--- src/rtl/pwm_capture.sv ---
// pwm_capture: measures period and high time of an external PWM signal in
// prescaled ticks, reports each completed period with a one-cycle Valid
// strobe, and flags a stuck input through a sticky Overflow timeout.
module pwm_capture #(
  parameter int WIDTH       = 16,
  parameter int SYNC_STAGES = 2
) (
  input  logic             CLK,
  input  logic             _RST,
  input  logic             Enable,
  input  logic [WIDTH-1:0] Prescaler,
  input  logic             PWMIn,
  output logic [WIDTH-1:0] Period,
  output logic [WIDTH-1:0] HighTime,
  output logic             Valid,
  output logic             Overflow,
  output logic             Level
);

  typedef enum logic [1:0] {
    S_IDLE = 2'd0,
    S_HIGH = 2'd1,
    S_LOW  = 2'd2
  } state_t;

  localparam logic [WIDTH-1:0] CNT_MAX = '1;
  localparam logic [WIDTH-1:0] CNT_ONE = {{(WIDTH-1){1'b0}}, 1'b1};
  localparam logic [WIDTH:0]   PCNT_ONE = {{WIDTH{1'b0}}, 1'b1};

  // Synchronizer and edge detection
  logic [SYNC_STAGES-1:0] sync_q;
  logic                   prev_q;
  logic                   sync_w;
  logic                   rise_w;
  logic                   fall_w;

  // Prescaler
  logic [WIDTH:0]   pcnt_q;
  logic [WIDTH:0]   pcnt_d;
  logic [WIDTH:0]   lim_w;
  logic             tick_w;

  // Measurement engine
  state_t           state_q;
  state_t           state_d;
  logic [WIDTH-1:0] cnt_q;
  logic [WIDTH-1:0] cnt_d;
  logic [WIDTH-1:0] hl_q;
  logic [WIDTH-1:0] hl_d;
  logic [WIDTH-1:0] period_q;
  logic [WIDTH-1:0] period_d;
  logic [WIDTH-1:0] hightime_q;
  logic [WIDTH-1:0] hightime_d;
  logic             valid_q;
  logic             valid_d;
  logic             ovf_q;
  logic             ovf_d;

  logic [WIDTH-1:0] cnt_plus_w;
  logic [WIDTH-1:0] restart_w;
  logic             timeout_w;

  // Input synchronizer plus previous-value register; keeps tracking PWMIn
  // even while the capture engine is disabled so Level stays live.
  always_ff @(posedge CLK) begin
    if (!_RST) begin
      sync_q <= '0;
      prev_q <= 1'b0;
    end else begin
      sync_q <= {sync_q[SYNC_STAGES-2:0], PWMIn};
      prev_q <= sync_q[SYNC_STAGES-1];
    end
  end

  assign sync_w = sync_q[SYNC_STAGES-1];
  assign rise_w = sync_w & ~prev_q;
  assign fall_w = ~sync_w & prev_q;
  assign Level  = sync_w;

  // The limit is one bit wider than Prescaler so an all-ones Prescaler gives
  // a tick every 2^WIDTH+1 cycles instead of wrapping to zero. pcnt is also
  // one bit wider because it must be able to reach that limit.
  assign lim_w  = {1'b0, Prescaler} + PCNT_ONE;
  assign tick_w = Enable & (pcnt_q >= lim_w);

  // Prescaler next state: free-runs while enabled, cleared otherwise.
  always_comb begin
    pcnt_d = pcnt_q + PCNT_ONE;
    if (!Enable || tick_w) begin
      pcnt_d = '0;
    end
  end

  // Prescaler counter register.
  always_ff @(posedge CLK) begin
    if (!_RST) begin
      pcnt_q <= '0;
    end else begin
      pcnt_q <= pcnt_d;
    end
  end

  // A tick landing in the same cycle as an edge is credited to the phase
  // that is ending, and also starts the new measurement at 1.
  assign cnt_plus_w = cnt_q + {{(WIDTH-1){1'b0}}, tick_w};
  assign restart_w  = {{(WIDTH-1){1'b0}}, tick_w};
  assign timeout_w  = tick_w & (cnt_q == CNT_MAX);

  // Next-state and result logic for the measurement FSM.
  always_comb begin
    state_d    = state_q;
    cnt_d      = cnt_q;
    hl_d       = hl_q;
    period_d   = period_q;
    hightime_d = hightime_q;
    valid_d    = 1'b0;
    ovf_d      = ovf_q;

    if (tick_w) begin
      cnt_d = cnt_q + CNT_ONE;
    end

    case (state_q)
      S_IDLE: begin
        cnt_d = '0;
        if (rise_w) begin
          state_d = S_HIGH;
          cnt_d   = restart_w;
        end
      end
      S_HIGH: begin
        // Timeout wins over an edge: cnt cannot represent one more tick.
        if (timeout_w) begin
          ovf_d   = 1'b1;
          state_d = S_IDLE;
          cnt_d   = '0;
        end else if (fall_w) begin
          hl_d    = cnt_plus_w;
          state_d = S_LOW;
        end
      end
      S_LOW: begin
        if (timeout_w) begin
          ovf_d   = 1'b1;
          state_d = S_IDLE;
          cnt_d   = '0;
        end else if (rise_w) begin
          period_d   = cnt_plus_w;
          hightime_d = hl_q;
          valid_d    = 1'b1;
          ovf_d      = 1'b0;
          state_d    = S_HIGH;
          cnt_d      = restart_w;
        end
      end
      default: begin
        state_d = S_IDLE;
        cnt_d   = '0;
      end
    endcase

    // Disable clears the engine but leaves the last results visible.
    if (!Enable) begin
      state_d    = S_IDLE;
      cnt_d      = '0;
      hl_d       = '0;
      period_d   = period_q;
      hightime_d = hightime_q;
      valid_d    = 1'b0;
      ovf_d      = ovf_q;
    end
  end

  // Measurement FSM state, counters and result registers.
  always_ff @(posedge CLK) begin
    if (!_RST) begin
      state_q    <= S_IDLE;
      cnt_q      <= '0;
      hl_q       <= '0;
      period_q   <= '0;
      hightime_q <= '0;
      valid_q    <= 1'b0;
      ovf_q      <= 1'b0;
    end else begin
      state_q    <= state_d;
      cnt_q      <= cnt_d;
      hl_q       <= hl_d;
      period_q   <= period_d;
      hightime_q <= hightime_d;
      valid_q    <= valid_d;
      ovf_q      <= ovf_d;
    end
  end

  assign Period   = period_q;
  assign HighTime = hightime_q;
  assign Valid    = valid_q;
  assign Overflow = ovf_q;

endmodule

--- config.mk ---
export PLATFORM = sky130hd
export DESIGN_NAME = pwm_capture
export DESIGN_NICKNAME = d
export VERILOG_FILES = /design/src/rtl/pwm_capture.sv
export SDC_FILE = /design/constraint.sdc
export NUM_CORES = 1
export LEC_CHECK = 0
export ABC_CLOCK_PERIOD_IN_PS = 4200
export BUFFER_PORTS_ARGS = -buffer_cell sky130_fd_sc_hd__buf_2
export CAP_MARGIN = 10
export CORE_MARGIN = 2
export CORE_UTILIZATION = 50
export CTS_CLUSTER_DIAMETER = 120
export CTS_CLUSTER_SIZE = 20
export DETAILED_ROUTE_END_ITERATION = 16
export GPL_ROUTABILITY_DRIVEN = 0
export HOLD_SLACK_MARGIN = 0.05
export PLACE_DENSITY = 0.74
export SYNTH_ARGS = -nofsm -noshare
export SYNTH_HDL_FRONTEND = slang
export SYNTH_SLANG_ARGS = --single-unit
--- constraint.sdc ---
create_clock -name CLK -period 4.2 [get_ports CLK]
set_input_delay 0.84 -clock CLK [delete_from_list [all_inputs] [get_ports CLK]]
set_output_delay 0.84 -clock CLK [all_outputs]
set_load 0.05 [all_outputs]
==> impl_results.md, run 1 <==
* WHS at 447 ps
* Clock sink count at 88
* Antenna diodes at 0
* Row cnt at 34
* Largest net degree at the start of global routing at between 50 and 60
* Die height at 99.0 um
* Async SR Flop Fraction at 0%
* Placement-stage cell area at between 0.005 and 0.006 mm^2
* Power Density at 282 mW/mm^2
* P&R area growth vs syn at 17.5%
* Reg-to-reg startpoint: pcnt_q[13]$_SDFF_PP0_
* GRT Residual Overflow at 0
* Clk pin slew, worst setup/hold paths at 100 ps
* Status: finished, final reports clean
* Worst-margin pin slew at 622 ps
* CP required at 4450 ps
* Final wirelength at 10100 um
* Relative max-transition margin at 58.4%
* I/O Buffers at 54
* Sequential Area at 0.00176 mm^2
* Worst setup EP type: flop
* CTS tree: done
* First-pass iteration count of the detailed router at 5
* Avg WL per Cell at between 10 and 15 um
* Global-route wire length before repair at 17000 um
* Crit-path max FO at 6
* Final hold violation count at 0
* Post-DRT Antenna Nets at 0
* Root Driver: clkbuf_8
* Setup WS pre-CTS at -314 ps
* Max-cap violation count at 0
* Post-Syn Area at 0.00451 mm^2
* Routed vias at ~4000
* Min setup slack post-route at 206 ps
* Syn_nets at 554
* Fin area at 0.00530 mm^2
* Pwr Total at 1490 uW
* Post-synthesis sequential area ratio at 39.1%
* Skew final at 14.5 ps
* Initial Util at 51.7%
* Vias in the first global route at 3716
* Fraction of layout cells with a size suffix above 1 at 20.6%
* Synth Instances at just over 500
* Crit start category: input port
* Antenna violations before repair at 0
* Clock latency on the worst-skew pair at 370 ps
* Final setup viols at 0
* Max Fclk at 250 MHz
* Synth warnings at 0
* CTS Buf Count at 9
* Final Max Slew Viols at 0
* DIE AREA at just under 0.01 mm^2
* DIE WIDTH at 99.0 um
* Worst vdd ir at 0.147 mV
* Finished Core Util at approximately three fifths
* HPWL Detailed at 7360 um
* Footprint of the multi-input gates at ~0.0027 mm^2
* Gr usage total at 20.8%
* #FFs+latches synth at 88
* Nets@finish at 624
* Fin crit share at 95.1%
* Clock period minus final worst setup slack at roughly 4000 ps
* Cell variety after synth at 50
* EDFF count, synth at 0
* CTS H-tree depth at 3
* Syn Area/Cell at 8.81 um^2
* Fillcell total at 751
* Num ports at 55
* Main flop type after synthesis: dfxtp_1
* CP Launch Point: Prescaler[3]
* Hold Crit Start: sync_q[0]$_SDFF_PN0_
* Crit Path Class: input port to flop
* Core footprint at between 0.008 and 0.009 mm^2
* # DRC at 0
* Worst Path Arrival at 4250 ps
* Via/cell ratio at 5.69
* Max clock buf depth at 2
* HP Class: flop to flop
* Starting DRT DRC Count at 162
* Leakage power at 0.00214 uW
==> metal layers <==
layer / GRT usage [%] / vias to the layer above / routed length, um
met3: 3.97 / 14 / 494
met5: 0 / - / 0
met4: 6.95 / 0 / 136
met1: 26.7 / 1876 / 4580
met2: 35.0 / 101 / 4900
li1: - / 1967 / -
==> logic make-up after synthesis <==
logic type               Yosys count  synth area share (%)
AO/OA/AOI/OAI                     89                  14.3
XOR/XNOR                          51                  9.90
adder cells (fa/ha/maj)           22                  6.10
buffers and inverters             32                  3.41
flip-flops                        88                  39.1
multiplexers                      18                  3.99
AND/OR/NAND/NOR                  212                  23.3
==> report_power, final <==
part	total, uW	internal (uW)	switching (uW)	leakage (uW)
combinational	72.9	29.3	43.5	0.00133
sequential	839	836	2.25	0.000709
clock	581	234	348	0.000100
total	1490	1100	393	0.00214
==> per-stage QoR <==
step	setup TNS, ps	instances
floorplan	0	512
finish	0	695
detailed placement	-4540	678
global route	-155	695
global placement	-1360	678
CTS	0	694
==> final timing paths <==
| path | endpoint | slack [ps] | cells past startpoint |
|---|---|---|---|
| max | Period[10]$_SDFFE_PN0P_ | 210 | 20 |
| min | sync_q[1]$_SDFF_PN0_ | 450 | 1 |
| max reg2reg | Period[10]$_SDFFE_PN0P_ | 1320 | 14 |
| min reg2reg | sync_q[1]$_SDFF_PN0_ | 450 | 1 |
==> worst max-delay path, stage by stage <==
cell      delay [ps]
buf_2             90
and3_1           170
and3_1           190
and2_1           150
nor2b_4          190
nand2_1          110
xor2_1           160
ha_1             310
and3_4           210
a221oi_4         280
a211o_1          190
nand3_1           90
and2_1           170
ha_1             190
ha_1             210
nand3_2          150
nor2_1            70
xnor2_1          220
nand3_1          120
o211a_1          160
==> layout make-up <==
type,instances,area share (%)
clock buffer,9,2.34
clock inverter,7,1.30
inverter,4,0.283
multi-input combinational,392,50.0
sequential,88,33.2
tap,108,2.55
timing repair buffer,87,10.2
==> placed cells by master, fill, tap and decap left out, drive strengths merged, types with 8 or more instances in the layout <==
| master | synthesis | layout |
|---|---|---|
| xnor2 | 28 | 28 |
| a211oi | 13 | 13 |
| and2 | 8 | 8 |
| nor2 | 39 | 39 |
| and3 | 17 | 17 |
| nor3 | 10 | 10 |
| a21oi | 30 | 30 |
| nand3 | 36 | 36 |
| nor2b | 8 | 8 |
| buf | 13 | 87 |
| nand4 | 17 | 17 |
| o211a | 12 | 12 |
| xor2 | 23 | 23 |
| dfxtp | 88 | 88 |
| clkbuf | 15 | 9 |
| mux2i | 18 | 18 |
| nand2 | 61 | 61 |
| o21ai | 8 | 8 |
| inv | 4 | 9 |
| ha | 22 | 22 |
==> Yosys cell counts (2+ instances only) <==
master	instances	area share, %
nor2_1	39	3.2
nand4_1	17	2.4
nor2b_1	8	1.1
buf_2	9	1.0
a21oi_2	2	0.39
buf_4	2	0.33
and3_1	16	2.2
clkbuf_1	15	1.2
o21a_1	2	0.33
inv_1	4	0.33
mux2i_1	18	4.0
nor3_1	10	1.1
ha_1	22	6.1
nand2_1	61	5.1
a31oi_1	4	0.55
or4_1	4	0.67
and2_1	8	1.1
a21oi_1	28	3.1
o31ai_1	4	0.67
nand3_1	36	4.0
o21ai_0	7	0.78
a311oi_1	3	0.58
a211oi_1	12	2.0
buf_6	2	0.50
a21o_1	3	0.50
xor2_1	23	4.5
xnor2_1	28	5.4
or2_2	2	0.28
o211a_1	12	2.7
dfxtp_1	88	39
or3_1	4	0.55
==> registers in the layout (all words and copies together) (netlist names) <==
register and flops:
pcnt_q 17, hl_q 16, Valid 1, Overflow 1, cnt_q 16, prev_q 1, sync_q 2, state_q 2
Period 16, HighTime 16
==> repair_timing <==
item                                    4_1_cts  5_1_grt
setup buffers                                 0        1
resized for setup                             0        8
hold buffers                                  0        0
endpoints found under the setup margin        0       21
(Power assumes the default switching activity.)
==> run 2, diff against run 1 <==
- RECOVER_POWER: unset -> 50
==> impl_results.md, run 2 (synthesis results as in run 1) <==
* Fraction of layout cells with a size suffix above 1 at about 14%
* Crit start category: input port
* Global-route wire length before repair at about 17000 um
* Largest net degree at the start of global routing at 59
* Status: finished, final reports clean
* Setup WS pre-CTS at -314 ps
* Final wirelength at approximately 10000 um
* Final setup viols at 0
* Antenna violations before repair at 0
* Clock period minus final worst setup slack at 3990 ps
* Commonest cells after routing, fill and taps aside: dfxtp_1 (88), nand2_1 (61), nor2_1 (37)
* Leakage power at 0.00199 uW
* Power Density at 286 mW/mm^2
* Largest Register: pcnt_q
* Final hold violation count at 0
* Core footprint at 0.00872 mm^2
* WHS at ~450 ps
* Worst Path Arrival at 4270 ps
* GRT Residual Overflow at 0
* Skew final at 14.3 ps
* Final std cells w/o fill at 695
* Starting DRT DRC Count at 160
* Sequential Area at 0.00176 mm^2
* Max-cap violation count at 0
* Root Driver: clkbuf_8
* Fin area at 0.00524 mm^2
* CTS Buf Count at 9
* Min setup slack post-route at about 210 ps
* Nets@finish at 624
* HPWL Detailed at 7360 um
* Placement-stage cell area at 0.00505 mm^2
* Pwr Total at around 1500 uW
* Placed instance count at between 600 and 700
* Vias in the first global route at 3716
* Final Max Slew Viols at 0
* Footprint of the multi-input gates at 0.00264 mm^2
* Num ports at 55
* Critical path's slowest cell: ha_1
* Avg WL per Cell at 14.5 um
* CP most frequent cell: ha_1
* # DRC at 0
* Fin crit share at 95.1%
* CTS H-tree depth at 3
* Crit Path Class: input port to flop
* Worst-margin pin slew at 633 ps
* Clk pin slew, worst setup/hold paths at 100 ps
* Commonest non-fill, non-tap cell in the layout: dfxtp_1
* DIE WIDTH at 99.0 um
* DIE AREA at 0.00980 mm^2
* Die height at just under 100 um
* Antenna diodes at 0
* Largest register FFs at 17
* I/O Buffers at 54
* CP required at 4480 ps
* Clock latency on the worst-skew pair at 370 ps
* Max Fclk at 250 MHz
* Initial Util at 51.7%
* Worst vdd ir at between 0.1 and 0.15 mV
* Fillcell total at 778
* Max clock buf depth at 2
* CP max stage delay at 310 ps
* Hold_buf cts at 0
* Post-DRT Antenna Nets at 0
* First-pass iteration count of the detailed router at 4
* Crit-path max FO at 6
* Crit-path cells: buf_2 > and3_1 > and3_1 > and2_1 > nor2b_4 > nand2_1 > xor2_1 > ha_1 > and3_4 > a221oi_4 > a211o_1 > nand3_1 > and2_1 > ha_1 > ha_1 > nand3_2 > nor2_1 > xnor2_1 > buf_4 > a211oi_1
* Relative max-transition margin at around 58%
* Routed vias at 3922
* Gr usage total at 20.8%
* Row cnt at 34
* Clock sink count at 88
* Via/cell ratio at 5.64
* Worst setup EP type: flop
* HP Class: flop to flop
* CTS tree: done
* P&R area growth vs syn at 16.2%
run 2: layer usage:
metal	track usage (%)	up-vias	routed length (um)
met5	0	-	0
met4	6.95	0	144
met3	3.97	14	481
met2	35.0	91	4840
met1	26.7	1847	4640
li1	-	1970	-
run 2: worst max-delay path: cells and delay by family:
kind	cells	cell delay, ps
buf+inv	2	230
fa+ha+maj	3	710
simple gates	10	1500
compound gates	3	710
xor+xnor	2	310
run 2: timing repair:
item	in CTS	in global routing
resized for setup	0	8
setup buffers	0	1
setup endpoints to repair	0	21
run 2: worst paths after layout:
check / startpoint / to / slack (ps) / cells after the start
setup reg to reg: pcnt_q[13]$_SDFF_PP0_ / hl_q[10]$_SDFFE_PN0P_ / 1320 / 14
hold / removal: sync_q[0]$_SDFF_PN0_ / sync_q[1]$_SDFF_PN0_ / 450 / 1
setup / recovery: Prescaler[3] / hl_q[10]$_SDFFE_PN0P_ / 210 / 20
hold reg to reg: sync_q[0]$_SDFF_PN0_ / sync_q[1]$_SDFF_PN0_ / 450 / 1
run 2: layout make-up:
type	instances	share of cell area [%]
Tap cell	108	2.58
Sequential cell	88	33.6
Timing Repair Buffer	87	9.50
Clock buffer	9	2.36
Multi-Input combinational cell	392	50.3
Inverter	4	0.287
Clock inverter	7	1.31
run 2: where the power goes:
group	internal (uW)	switching (uW)	total [uW]	leakage, uW
registers	836	2.22	839	0.000709
logic	29.0	43.7	72.7	0.00118
clock network	234	351	585	0.000100
run 2: stage by stage:
step	setup TNS, ps	utilization, %
2_1_floorplan	0	-
3_3_place_gp	-1360	57.9
3_5_place_dp	-4540	57.9
4_1_cts	0	60.2
5_1_grt	-155	60.1
6_report	0	60.1
